[config.mk]
export PLATFORM = sky130hd
export DESIGN_NAME = mem_arbiter
export DESIGN_NICKNAME = d
export VERILOG_FILES = /design/src/rtl/mem_arbiter_pkg.sv /design/src/rtl/mem_arbiter_rr_arb2.sv /design/src/rtl/mem_arbiter.sv
export SDC_FILE = /design/constraint.sdc
export NUM_CORES = 1
export LEC_CHECK = 0
export BUFFER_PORTS_ARGS = -buffer_cell sky130_fd_sc_hd__buf_2
export CORE_MARGIN = 3
export CORE_UTILIZATION = 51
export CTS_BUF_LIST = sky130_fd_sc_hd__clkbuf_4
export DETAILED_ROUTE_END_ITERATION = 12
export HOLD_SLACK_MARGIN = 0.15
export PLACE_DENSITY_LB_ADDON = 0.05
export SLEW_MARGIN = 10
export SYNTH_ARGS = -nofsm -noshare
export SYNTH_HDL_FRONTEND = slang
export SYNTH_SLANG_ARGS = --single-unit
[constraint.sdc]
create_clock -name clk -period 3.2 [get_ports clk]
set_clock_uncertainty 0.2 [all_clocks]
set_input_delay 0.16 -clock clk [delete_from_list [all_inputs] [get_ports clk]]
set_output_delay 0.16 -clock clk [all_outputs]
set_load 0.005 [all_outputs]
[src/rtl/mem_arbiter_pkg.sv]
// Shared types and constants for the memory arbiter.
// Optional build macro used by the top: IO_UART_THROTTLE_EN.
package mem_arbiter_pkg;

  localparam int unsigned ARB_ADDR_W = 32;
  localparam int unsigned ARB_DATA_W = 32;
  localparam logic [1:0]  ARB_IO_HI  = 2'b11;

  typedef enum logic [1:0] {
    ST_IDLE      = 2'd0,
    ST_GRANT_IF  = 2'd1,
    ST_GRANT_LSB = 2'd2
  } state_e;

  // Requester ids double as bit positions in request/grant vectors
  localparam int unsigned REQ_IF  = 0;
  localparam int unsigned REQ_LSB = 1;

  localparam logic [2:0] W_BYTE = 3'd1;
  localparam logic [2:0] W_HALF = 3'd2;
  localparam logic [2:0] W_WORD = 3'd4;

endpackage

[src/rtl/mem_arbiter_rr_arb2.sv]
// Two-requester round-robin picker; on a tie the side not granted last wins.
module mem_arbiter_rr_arb2
  import mem_arbiter_pkg::*;
(
  input  logic       clk,
  input  logic       rst,
  input  logic       en,
  input  logic [1:0] req,
  output logic [1:0] grant_c
);

  logic last_lsb;

  always_comb begin
    grant_c = req;
    if (req == 2'b11) begin
      grant_c = '0;
      if (last_lsb) grant_c[REQ_IF] = 1'b1;
      else          grant_c[REQ_LSB] = 1'b1;
    end
  end

  // Reset to LSB so the fetcher wins the very first tie
  always_ff @(posedge clk or negedge rst) begin
    if (!rst)                last_lsb <= 1'b1;
    else if (en && |req)     last_lsb <= grant_c[REQ_LSB];
  end

endmodule

[src/rtl/mem_arbiter.sv]
// Shares the byte-serial memory controller between instruction fetch and the LSB.
// Build macro IO_UART_THROTTLE_EN holds IO stores back while the UART FIFO is full.
module mem_arbiter
  import mem_arbiter_pkg::*;
#(
  parameter int unsigned ADDR_W = ARB_ADDR_W,
  parameter int unsigned DATA_W = ARB_DATA_W,
  parameter logic [1:0]  IO_HI  = ARB_IO_HI
) (
  input  logic              clk,
  input  logic              rst,
  input  logic              rdy,
  input  logic              clear,
  input  logic              uart_full,
  input  logic              if_req,
  input  logic [ADDR_W-1:0] if_addr,
  output logic              if_ok,
  output logic [DATA_W-1:0] if_data,
  input  logic              lsb_req,
  input  logic              lsb_rw,
  input  logic [2:0]        lsb_width,
  input  logic [ADDR_W-1:0] lsb_addr,
  input  logic [DATA_W-1:0] lsb_wdata,
  output logic              lsb_ok,
  output logic [DATA_W-1:0] lsb_rdata,
  output logic              mem_en,
  output logic              mem_rw,
  output logic [2:0]        mem_width,
  output logic [ADDR_W-1:0] mem_addr,
  output logic [DATA_W-1:0] mem_wdata,
  input  logic              mem_ok,
  input  logic [DATA_W-1:0] mem_rdata
);

  state_e            state, state_n;
  logic              mem_en_n, mem_rw_n, if_ok_n, lsb_ok_n;
  logic [2:0]        mem_width_n;
  logic [ADDR_W-1:0] mem_addr_n;
  logic [DATA_W-1:0] mem_wdata_n, if_data_n, lsb_rdata_n, rdata_ext_c;
  logic [1:0]        req_c, grant_c;
  logic              lsb_hold_c;

`ifdef IO_UART_THROTTLE_EN
  assign lsb_hold_c = !lsb_rw && (lsb_addr[17:16] == IO_HI) && uart_full;
`else
  logic unused_uart;
  assign lsb_hold_c  = 1'b0;
  assign unused_uart = uart_full;
`endif

  // A requester still sees its old request during its ok cycle, so mask it there
  assign req_c[REQ_IF]  = if_req && !if_ok && !clear;
  assign req_c[REQ_LSB] = lsb_req && !lsb_ok && !clear && !lsb_hold_c;

  mem_arbiter_rr_arb2 u_rr (
    .clk     (clk),
    .rst     (rst),
    .en      (rdy && (state == ST_IDLE)),
    .req     (req_c),
    .grant_c (grant_c)
  );

  always_comb begin
    case (mem_width)
      W_BYTE:  rdata_ext_c = DATA_W'(mem_rdata[7:0]);
      W_HALF:  rdata_ext_c = DATA_W'(mem_rdata[15:0]);
      default: rdata_ext_c = mem_rdata;
    endcase
  end

  always_comb begin
    state_n     = state;
    mem_en_n    = mem_en;
    mem_rw_n    = mem_rw;
    mem_width_n = mem_width;
    mem_addr_n  = mem_addr;
    mem_wdata_n = mem_wdata;
    if_data_n   = if_data;
    lsb_rdata_n = lsb_rdata;
    if_ok_n     = 1'b0;
    lsb_ok_n    = 1'b0;
    case (state)
      ST_IDLE: begin
        if (grant_c[REQ_IF]) begin
          state_n     = ST_GRANT_IF;
          mem_en_n    = 1'b1;
          mem_rw_n    = 1'b1;
          mem_width_n = W_WORD;
          mem_addr_n  = if_addr;
          mem_wdata_n = '0;
        end else if (grant_c[REQ_LSB]) begin
          state_n     = ST_GRANT_LSB;
          mem_en_n    = 1'b1;
          mem_rw_n    = lsb_rw;
          mem_width_n = lsb_width;
          mem_addr_n  = lsb_addr;
          mem_wdata_n = lsb_wdata;
        end
      end
      ST_GRANT_IF: begin
        if (!if_req || clear) begin
          state_n  = ST_IDLE;
          mem_en_n = 1'b0;
        end else if (mem_ok) begin
          state_n   = ST_IDLE;
          mem_en_n  = 1'b0;
          if_ok_n   = 1'b1;
          if_data_n = mem_rdata;
        end
      end
      ST_GRANT_LSB: begin
        // Committed stores survive a flush; loads are speculative
        if (!lsb_req || (clear && mem_rw)) begin
          state_n  = ST_IDLE;
          mem_en_n = 1'b0;
        end else if (mem_ok) begin
          state_n  = ST_IDLE;
          mem_en_n = 1'b0;
          lsb_ok_n = 1'b1;
          if (mem_rw) lsb_rdata_n = rdata_ext_c;
        end
      end
      default: begin
        state_n  = ST_IDLE;
        mem_en_n = 1'b0;
      end
    endcase
  end

  always_ff @(posedge clk or negedge rst) begin
    if (!rst) begin
      state     <= ST_IDLE;
      mem_en    <= 1'b0;
      mem_rw    <= 1'b0;
      mem_width <= '0;
      mem_addr  <= '0;
      mem_wdata <= '0;
      if_ok     <= 1'b0;
      if_data   <= '0;
      lsb_ok    <= 1'b0;
      lsb_rdata <= '0;
    end else if (rdy) begin
      state     <= state_n;
      mem_en    <= mem_en_n;
      mem_rw    <= mem_rw_n;
      mem_width <= mem_width_n;
      mem_addr  <= mem_addr_n;
      mem_wdata <= mem_wdata_n;
      if_ok     <= if_ok_n;
      if_data   <= if_data_n;
      lsb_ok    <= lsb_ok_n;
      lsb_rdata <= lsb_rdata_n;
    end
  end

endmodule

==> impl_metrics.toml, run 1 <==
[run_status]
outcome = "aborted with a tool error"
haltStage = "clock tree synthesis"
firstError = "[ERROR RSZ-0060] Max buffer count reached."

[floorplanning]
die_w_um = 111
rows = 37
die_h_um = 111
io_pins = 275
start_util = 0.535

[place]
port_buffers = 273
dp_hpwl_um = 11400
place.gp.congestion = 0.885

[synth]
ys.warnings.count = 0
synth_mux_area_frac = 0.0841
synthTopCellsByCount = "dfrtp_1 (137), a22o_1 (50), mux2_2 (34)"
synthCells = 388
synth_top_family_by_area = "compound AO/OA/AOI/OAI gates"
async_reset_ff_frac = 1.00
synth_top_cell_by_area = "dfrtp_1"
synth_xor_area_frac = 0.00156
synthesis.nets = 528
synth_adder_area_share = 0
synth.avg_cell_area_um2 = 14.5
synth_edf_count = 0
ys_seq_area_frac = 0.614
netlist_area_um2 = 5620
synth.distinct_cells = 39
synth_top_area_frac = 0.610
yosys.area_share.simple = 0.0799
synth_compound_area_frac = 0.177
ys_top_cells_by_area = "dfrtp_1 (61%), a22o_1 (7.8%), mux2_2 (6.8%)"
ys_seq_elements = 138
yosysMostFrequentCell = "dfrtp_1"
ys.flop_type = "dfrtp_1"

[clock_network]
cts_inserted_buffers = 17
hold_buffers = 162
clock-sinks = 138
cts_setup_buffers = 0
root_buffer = "clkbuf_4"
clock_path_buffers = 2
cts_resized = 0
htree_levels = 4
[per-stage QoR]
stage          setup WS (ns)  cell area, um^2  hold slack, ns  cells   util
2_1_floorplan           1.31             5620          -0.336    388      -
3_5_place_dp           0.750             7060           0.123    770  0.671
3_3_place_gp           0.779             7060           0.118    770  0.671
[cell families after synthesis]
group                  Yosys count
multiplexers                    40
buffers and inverters           41
XOR/XNOR                         1
AO/OA/AOI/OAI                  112
AND/OR/NAND/NOR                 56
flip-flops                     138
==> run 2: changes to the inputs <==
--- a/config.mk
+++ b/config.mk
@@ -7,11 +7,9 @@
 export LEC_CHECK = 0
 export BUFFER_PORTS_ARGS = -buffer_cell sky130_fd_sc_hd__buf_2
 export CORE_MARGIN = 3
-export CORE_UTILIZATION = 51
-export CTS_BUF_LIST = sky130_fd_sc_hd__clkbuf_4
+export CORE_UTILIZATION = 40
 export DETAILED_ROUTE_END_ITERATION = 12
-export HOLD_SLACK_MARGIN = 0.15
-export PLACE_DENSITY_LB_ADDON = 0.05
+export PLACE_DENSITY_LB_ADDON = 0.15
 export SLEW_MARGIN = 10
 export SYNTH_ARGS = -nofsm -noshare
 export SYNTH_HDL_FRONTEND = slang
==> run 2 against run 1 <==
Compared with the run above:
- synthesized cell count unchanged
- synthesized area unchanged
- the run now ends clean
==> impl_metrics.toml, run 2 <==
[run_status]
outcome = "finished, final reports clean"

[synth]
synth_top_area_frac = 0.610
netlist_area_um2 = 5620
ys.warnings.count = 0
async_reset_ff_frac = 1.00
ys_seq_area_frac = 0.614
synthTopCellsByCount = "dfrtp_1 (137), a22o_1 (50), mux2_2 (34)"
ys.flop_type = "dfrtp_1"
synth.avg_cell_area_um2 = 14.5
synthesis.nets = 528
yosysMostFrequentCell = "dfrtp_1"
ys_top_cells_by_area = "dfrtp_1 (61%), a22o_1 (7.8%), mux2_2 (6.8%)"
synth.distinct_cells = 39
synthCells = 388
ys_seq_elements = 138
synth_top_cell_by_area = "dfrtp_1"
synth_edf_count = 0

[timing]
setup_violations = 0
slew_viol_final = 0
rsz0062_at_grt = "no"
setup_slack_ns = 0.388
slew_headroom = 0.261
min_period_ns = 2.81
worst_pin_slew_ns = 1.11
tns_ns = 0
finalHoldViolCount = 0
final.period_utilization = 0.879
clock.fmax_mhz = 356

[global_routing]
grt_pass1_wl_um = 28800
grt_pass1_vias = 5484
grt_max_degree = 108
grt_overflow = 0
grt_usage = 0.229
antenna_found_initial = 1

[power]
powerDensity_nw_per_um2 = 676
power.total_mw = 6.11
p_leak_nw = 4.71
vdd_drop_max_uv = 396

[floorplanning]
dieArea_um2 = 15500
start_util = 0.416
io_pins = 275
die_w_um = 125
fp.coreArea_um2 = 13500
rows = 42
die_h_um = 125

[place]
port_buffers = 273
dpl.cell_count = 811
place.gp.congestion = 0.869
dp_hpwl_um = 10900
pre_cts_ws_ns = 0.735

[clock_network]
clk_pin_slew_ns = 0.06
cts_inserted_buffers = 17
cts_tree = "done"
cts_resized = 0
htree_levels = 4
clock_latency_ns = 0.40
root_buffer = "clkbuf_16"
cts_setup_buffers = 0
clock_path_buffers = 2
clock-sinks = 138

[hold_path]
whs_path_depth = 3
hold_path.class = "primary input to flip-flop"

[worst_setup_path]
crit_cells = 5
worst-path-max-fanout = 61
cp-start-kind = "flip-flop"
arrival_ns = 2.89
end_kind = "flip-flop"
rr_worst_depth = 5
crit_family = "buffers and inverters"
max_stage_delay_ns = 0.57
timing_worst_setup_path_type = "flip-flop to flip-flop"
required_ns = 3.28
worstPathCellList = "nor4b_4 > o21ai_4 > buf_4 > a221o_1 > dlygate4sd3_1"
cpMaxStageDelayCell = "dlygate4sd3_1"
crit_buf_inv = 2

[final_layout]
area_growth_pct = 60.7
fin_nets = 930
drive_gt1_frac = 0.453
fin_cells = 978
final_common_cell = "buf_2"
mostFrequentLayoutCells = "buf_2 (272), dfrtp_1 (137), dlygate4sd3_1 (136)"

[flow_run]
maxCapViolCount = 0

[drt]
vias_per_cell = 5.24
drt_wl_total_um = 17600
drc_errors = 0
drt_iter0_drc = 242
wl_per_cell_um = 18.0
num_vias = 5120
antenna_left = 0
drtPass1Iterations = 4
## run 2: cell counts after synthesis
No cell type changed its count.
## run 2: cell families after synthesis
group	synth area share
AOI/OAI and AO/OA	0.177
buffers and inverters	0.0434
xor gates and xnor gates	0.00156
DFF	0.614
muxes	0.0841
and+or+nand+nor	0.0799
## run 2: metal layers
layer  global-route usage  wire length, um  vias to the layer above
li1                     -                -                     2327
met1                0.264             6740                     2510
met5                    0                0                        -
met3               0.0678             1420                       43
met2                0.402             8980                      240
met4               0.0870              490                        0
## run 2: layout make-up
cell class	count	area (um^2)
multi-input cells	209	1940
flip-flops and latches	138	3450
fillers	1018	4470
well taps	176	220
inverters	4	15.0
diodes	1	2.50
clock buffers	24	512
repair buffers	420	2830
clock inverters	6	62.6
## run 2: timing repair
action | 4_1_cts | 5_1_grt
hold buffers | 136 | 0
setup endpoints to repair | 0 | 0
endpoints found under the hold margin | 241 | 0
## run 2: where the power goes
part           switching, mW  internal, mW
Combinational          0.672          1.05
Sequential             0.278          2.24
Clock                  0.683          1.18
## run 2: path summary, 6_finish.rpt
check                                                end                    from  slack (ns)
worst min-delay path                state[1]$_DFFE_PN0P_                  mem_ok        0.02
worst min register to register    if_data[1]$_DFFE_PN0P_  if_data[1]$_DFFE_PN0P_        0.30
max in group asynchronous       lsb_rdata[7]$_DFFE_PN0P_                     rst        1.71
worst max register to register  mem_addr[23]$_DFFE_PN0P_    state[1]$_DFFE_PN0P_        0.39
min in group asynchronous       mem_addr[19]$_DFFE_PN0P_                     rst        0.25
worst max-delay path            mem_addr[23]$_DFFE_PN0P_    state[1]$_DFFE_PN0P_        0.39
## run 2: through the flow
step | cell area (um^2) | utilization | hold WS, ns
4_1_cts | 9040 | 0.669 | 0.00669
3_3_place_gp | 7100 | 0.526 | 0.154
5_1_grt | 9040 | 0.669 | 0.0243
3_5_place_dp | 7100 | 0.526 | 0.157
6_report | 9040 | 0.669 | 0.0234
2_1_floorplan | 5620 | - | -0.336
## run 2: worst min-delay path: cells and delay by family
family                 cells  cell delay [ns]
AO/OA/AOI/OAI              2             0.27
buffers and inverters      1             0.15
Power figures use the tool's default switching activity.
==> run 3: changes to the inputs <==
--- a/config.mk
+++ b/config.mk
@@ -6,10 +6,12 @@
 export NUM_CORES = 1
 export LEC_CHECK = 0
 export BUFFER_PORTS_ARGS = -buffer_cell sky130_fd_sc_hd__buf_2
+export CAP_MARGIN = 40
 export CORE_MARGIN = 3
 export CORE_UTILIZATION = 40
 export DETAILED_ROUTE_END_ITERATION = 12
 export PLACE_DENSITY_LB_ADDON = 0.15
+export REMOVE_ABC_BUFFERS = 1
 export SLEW_MARGIN = 10
 export SYNTH_ARGS = -nofsm -noshare
 export SYNTH_HDL_FRONTEND = slang
==> run 3 against run 2 <==
Compared with the run above:
- sequential cell count did not move
- combinational power barely moved
- first-iteration DRC count rose by 44%
- die area did not move
- clock power rose by 9%
- worst setup slack got worse by 0.0092 ns
- core utilization rose by 0.30 points
- global-route usage rose by 1.1 points
- sequential power barely moved
- final area rose by 0.44%
- critical path type unchanged
- largest cell class unchanged
==> impl_metrics.toml, run 3 (same netlist as run 2, synthesis figures left out) <==
[place]
place_area_um2 = 7110
dp_hpwl_um = 11800
dpl.cell_count = 811
port_buffers = 273
place.gp.congestion = 0.878

[worst_setup_path]
cp-start-kind = "flip-flop"
arrival_ns = 2.90
rrSetupSlack_ns = 0.38
crit_path_start = "state[1]$_DFFE_PN0P_"
reg2reg_to = "mem_addr[19]$_DFFE_PN0P_"
worst-path-max-fanout = 32
timing_worst_setup_path_type = "flip-flop to flip-flop"
end_kind = "flip-flop"
required_ns = 3.28
timing.rr.start = "state[1]$_DFFE_PN0P_"
rr_worst_depth = 6

[timing]
min_period_ns = 2.82
slew_headroom = 0.361
rsz0062_at_grt = "no"
clock.fmax_mhz = 354
worst_pin_slew_ns = 0.959
holdWs_ns = 0.00193
final.period_utilization = 0.882
finalHoldViolCount = 0
setup_violations = 0
slew_viol_final = 0
tns_ns = 0

[clock_network]
cts_inserted_buffers = 17
cts_resized = 0
clk_pin_slew_ns = 0.06
clock-sinks = 138
htree_levels = 4
clock_path_buffers = 2
root_buffer = "clkbuf_16"
clock_latency_ns = 0.41
cts_tree = "done"

[global_routing]
grt_pass1_vias = 5746
grt_overflow = 0
grt_usage = 0.240
antenna_found_initial = 1
grt_max_degree = 92
grt_pass1_wl_um = 30400

[drt]
vias_per_cell = 5.28
drtPass1Iterations = 6
antenna_left = 0
drt_iter0_drc = 349
drc_errors = 0
drt_wl_total_um = 18400
num_vias = 5165
wl_per_cell_um = 18.8

[hold_path]
whs_path_depth = 3
hold_path.class = "primary input to flip-flop"
hold_start = "if_addr[20]"
hold_end = "mem_addr[20]$_DFFE_PN0P_"

[final_layout]
fin_cells = 978
mostFrequentLayoutCells = "buf_2 (272), dfrtp_1 (137), dlygate4sd3_1 (134)"
utilization = 0.672
drive_gt1_frac = 0.457
final_cell_area_um2 = 9080
fin_nets = 928
area_growth_pct = 61.4
final_common_cell = "buf_2"

[floorplanning]
io_pins = 275
start_util = 0.416
rows = 42
die_h_um = 125
fp.coreArea_um2 = 13500
dieArea_um2 = 15500
die_w_um = 125

[power]
vdd_drop_max_uv = 419
powerDensity_nw_per_um2 = 692
p_leak_nw = 4.73

[run_status]
outcome = "finished, final reports clean"

[flow_run]
maxCapViolCount = 0
## run 3: cell types whose count changed in the layout (fill, tap and decap cells not counted)
cell and change:
clkbuf_8 -2, inv_6 +1, buf_12 +1, clkinv_2 +2, dlygate4sd3_1 -2, bufinv_16 +2, clkbuf_1 -1, buf_4 -1
## run 3: what timing repair did
action / CTS / global route
buffers inserted: 0 / 0
hold buffers: 134 / 0
hold endpoints to repair: 225 / 0
## run 3: power by group
group,internal (mW),switching [mW],leakage (nW)
sequential,2.24,0.285,1.80
combinational,1.05,0.679,2.63
clock,1.31,0.725,0.301
## run 3: critical path, cell delays in order, from the launching register on
cell	delay, ns
dfrtp_1	0.51
nor4b_4	0.43
o21ai_4	0.19
buf_12	0.21
buf_4	0.20
a221o_1	0.35
dlygate4sd3_1	0.59
## run 3: through the flow
step | total power [mW] | worst slack (ns)
after detailed placement | 3.96 | 0.947
after floorplan | 3.12 | -0.0237
after CTS | 6.31 | 0.421
final | 6.28 | 0.378
after global placement | 3.91 | 0.968
after global routing | 6.63 | 0.310
## run 3: layout make-up
type / count / area, um^2
antenna: 1 / 2.50
clock buffer: 21 / 480
fill: 1011 / 4430
timing repair buffer: 418 / 2820
multi-input combinational: 209 / 1940
tap: 176 / 220
inverter: 4 / 15.0
sequential: 138 / 3450
clock inverter: 11 / 141
## run 3: worst max path at each step
stage                               endpoint  depth (start not counted)  slack (ns)
floorplan            mem_addr[0]$_DFFE_PN0P_                          3       -0.02
global placement    lsb_rdata[4]$_DFFE_PN0P_                          4        0.97
detailed placement  lsb_rdata[1]$_DFFE_PN0P_                          4        0.95
CTS                 mem_addr[30]$_DFFE_PN0P_                          6        0.42
global route        mem_addr[21]$_DFFE_PN0P_                          6        0.31
finish              mem_addr[19]$_DFFE_PN0P_                          6        0.38
## run 3: per-layer routing
layer / vias to the layer above / track usage / wire (um) / part of all wire
met5: - / 0 / 0 / 0
met4: 0 / 0.0851 / 395 / 0.021
met3: 28 / 0.0729 / 1530 / 0.083
met2: 250 / 0.420 / 9450 / 0.51
met1: 2566 / 0.279 / 7030 / 0.38
li1: 2321 / - / - / -
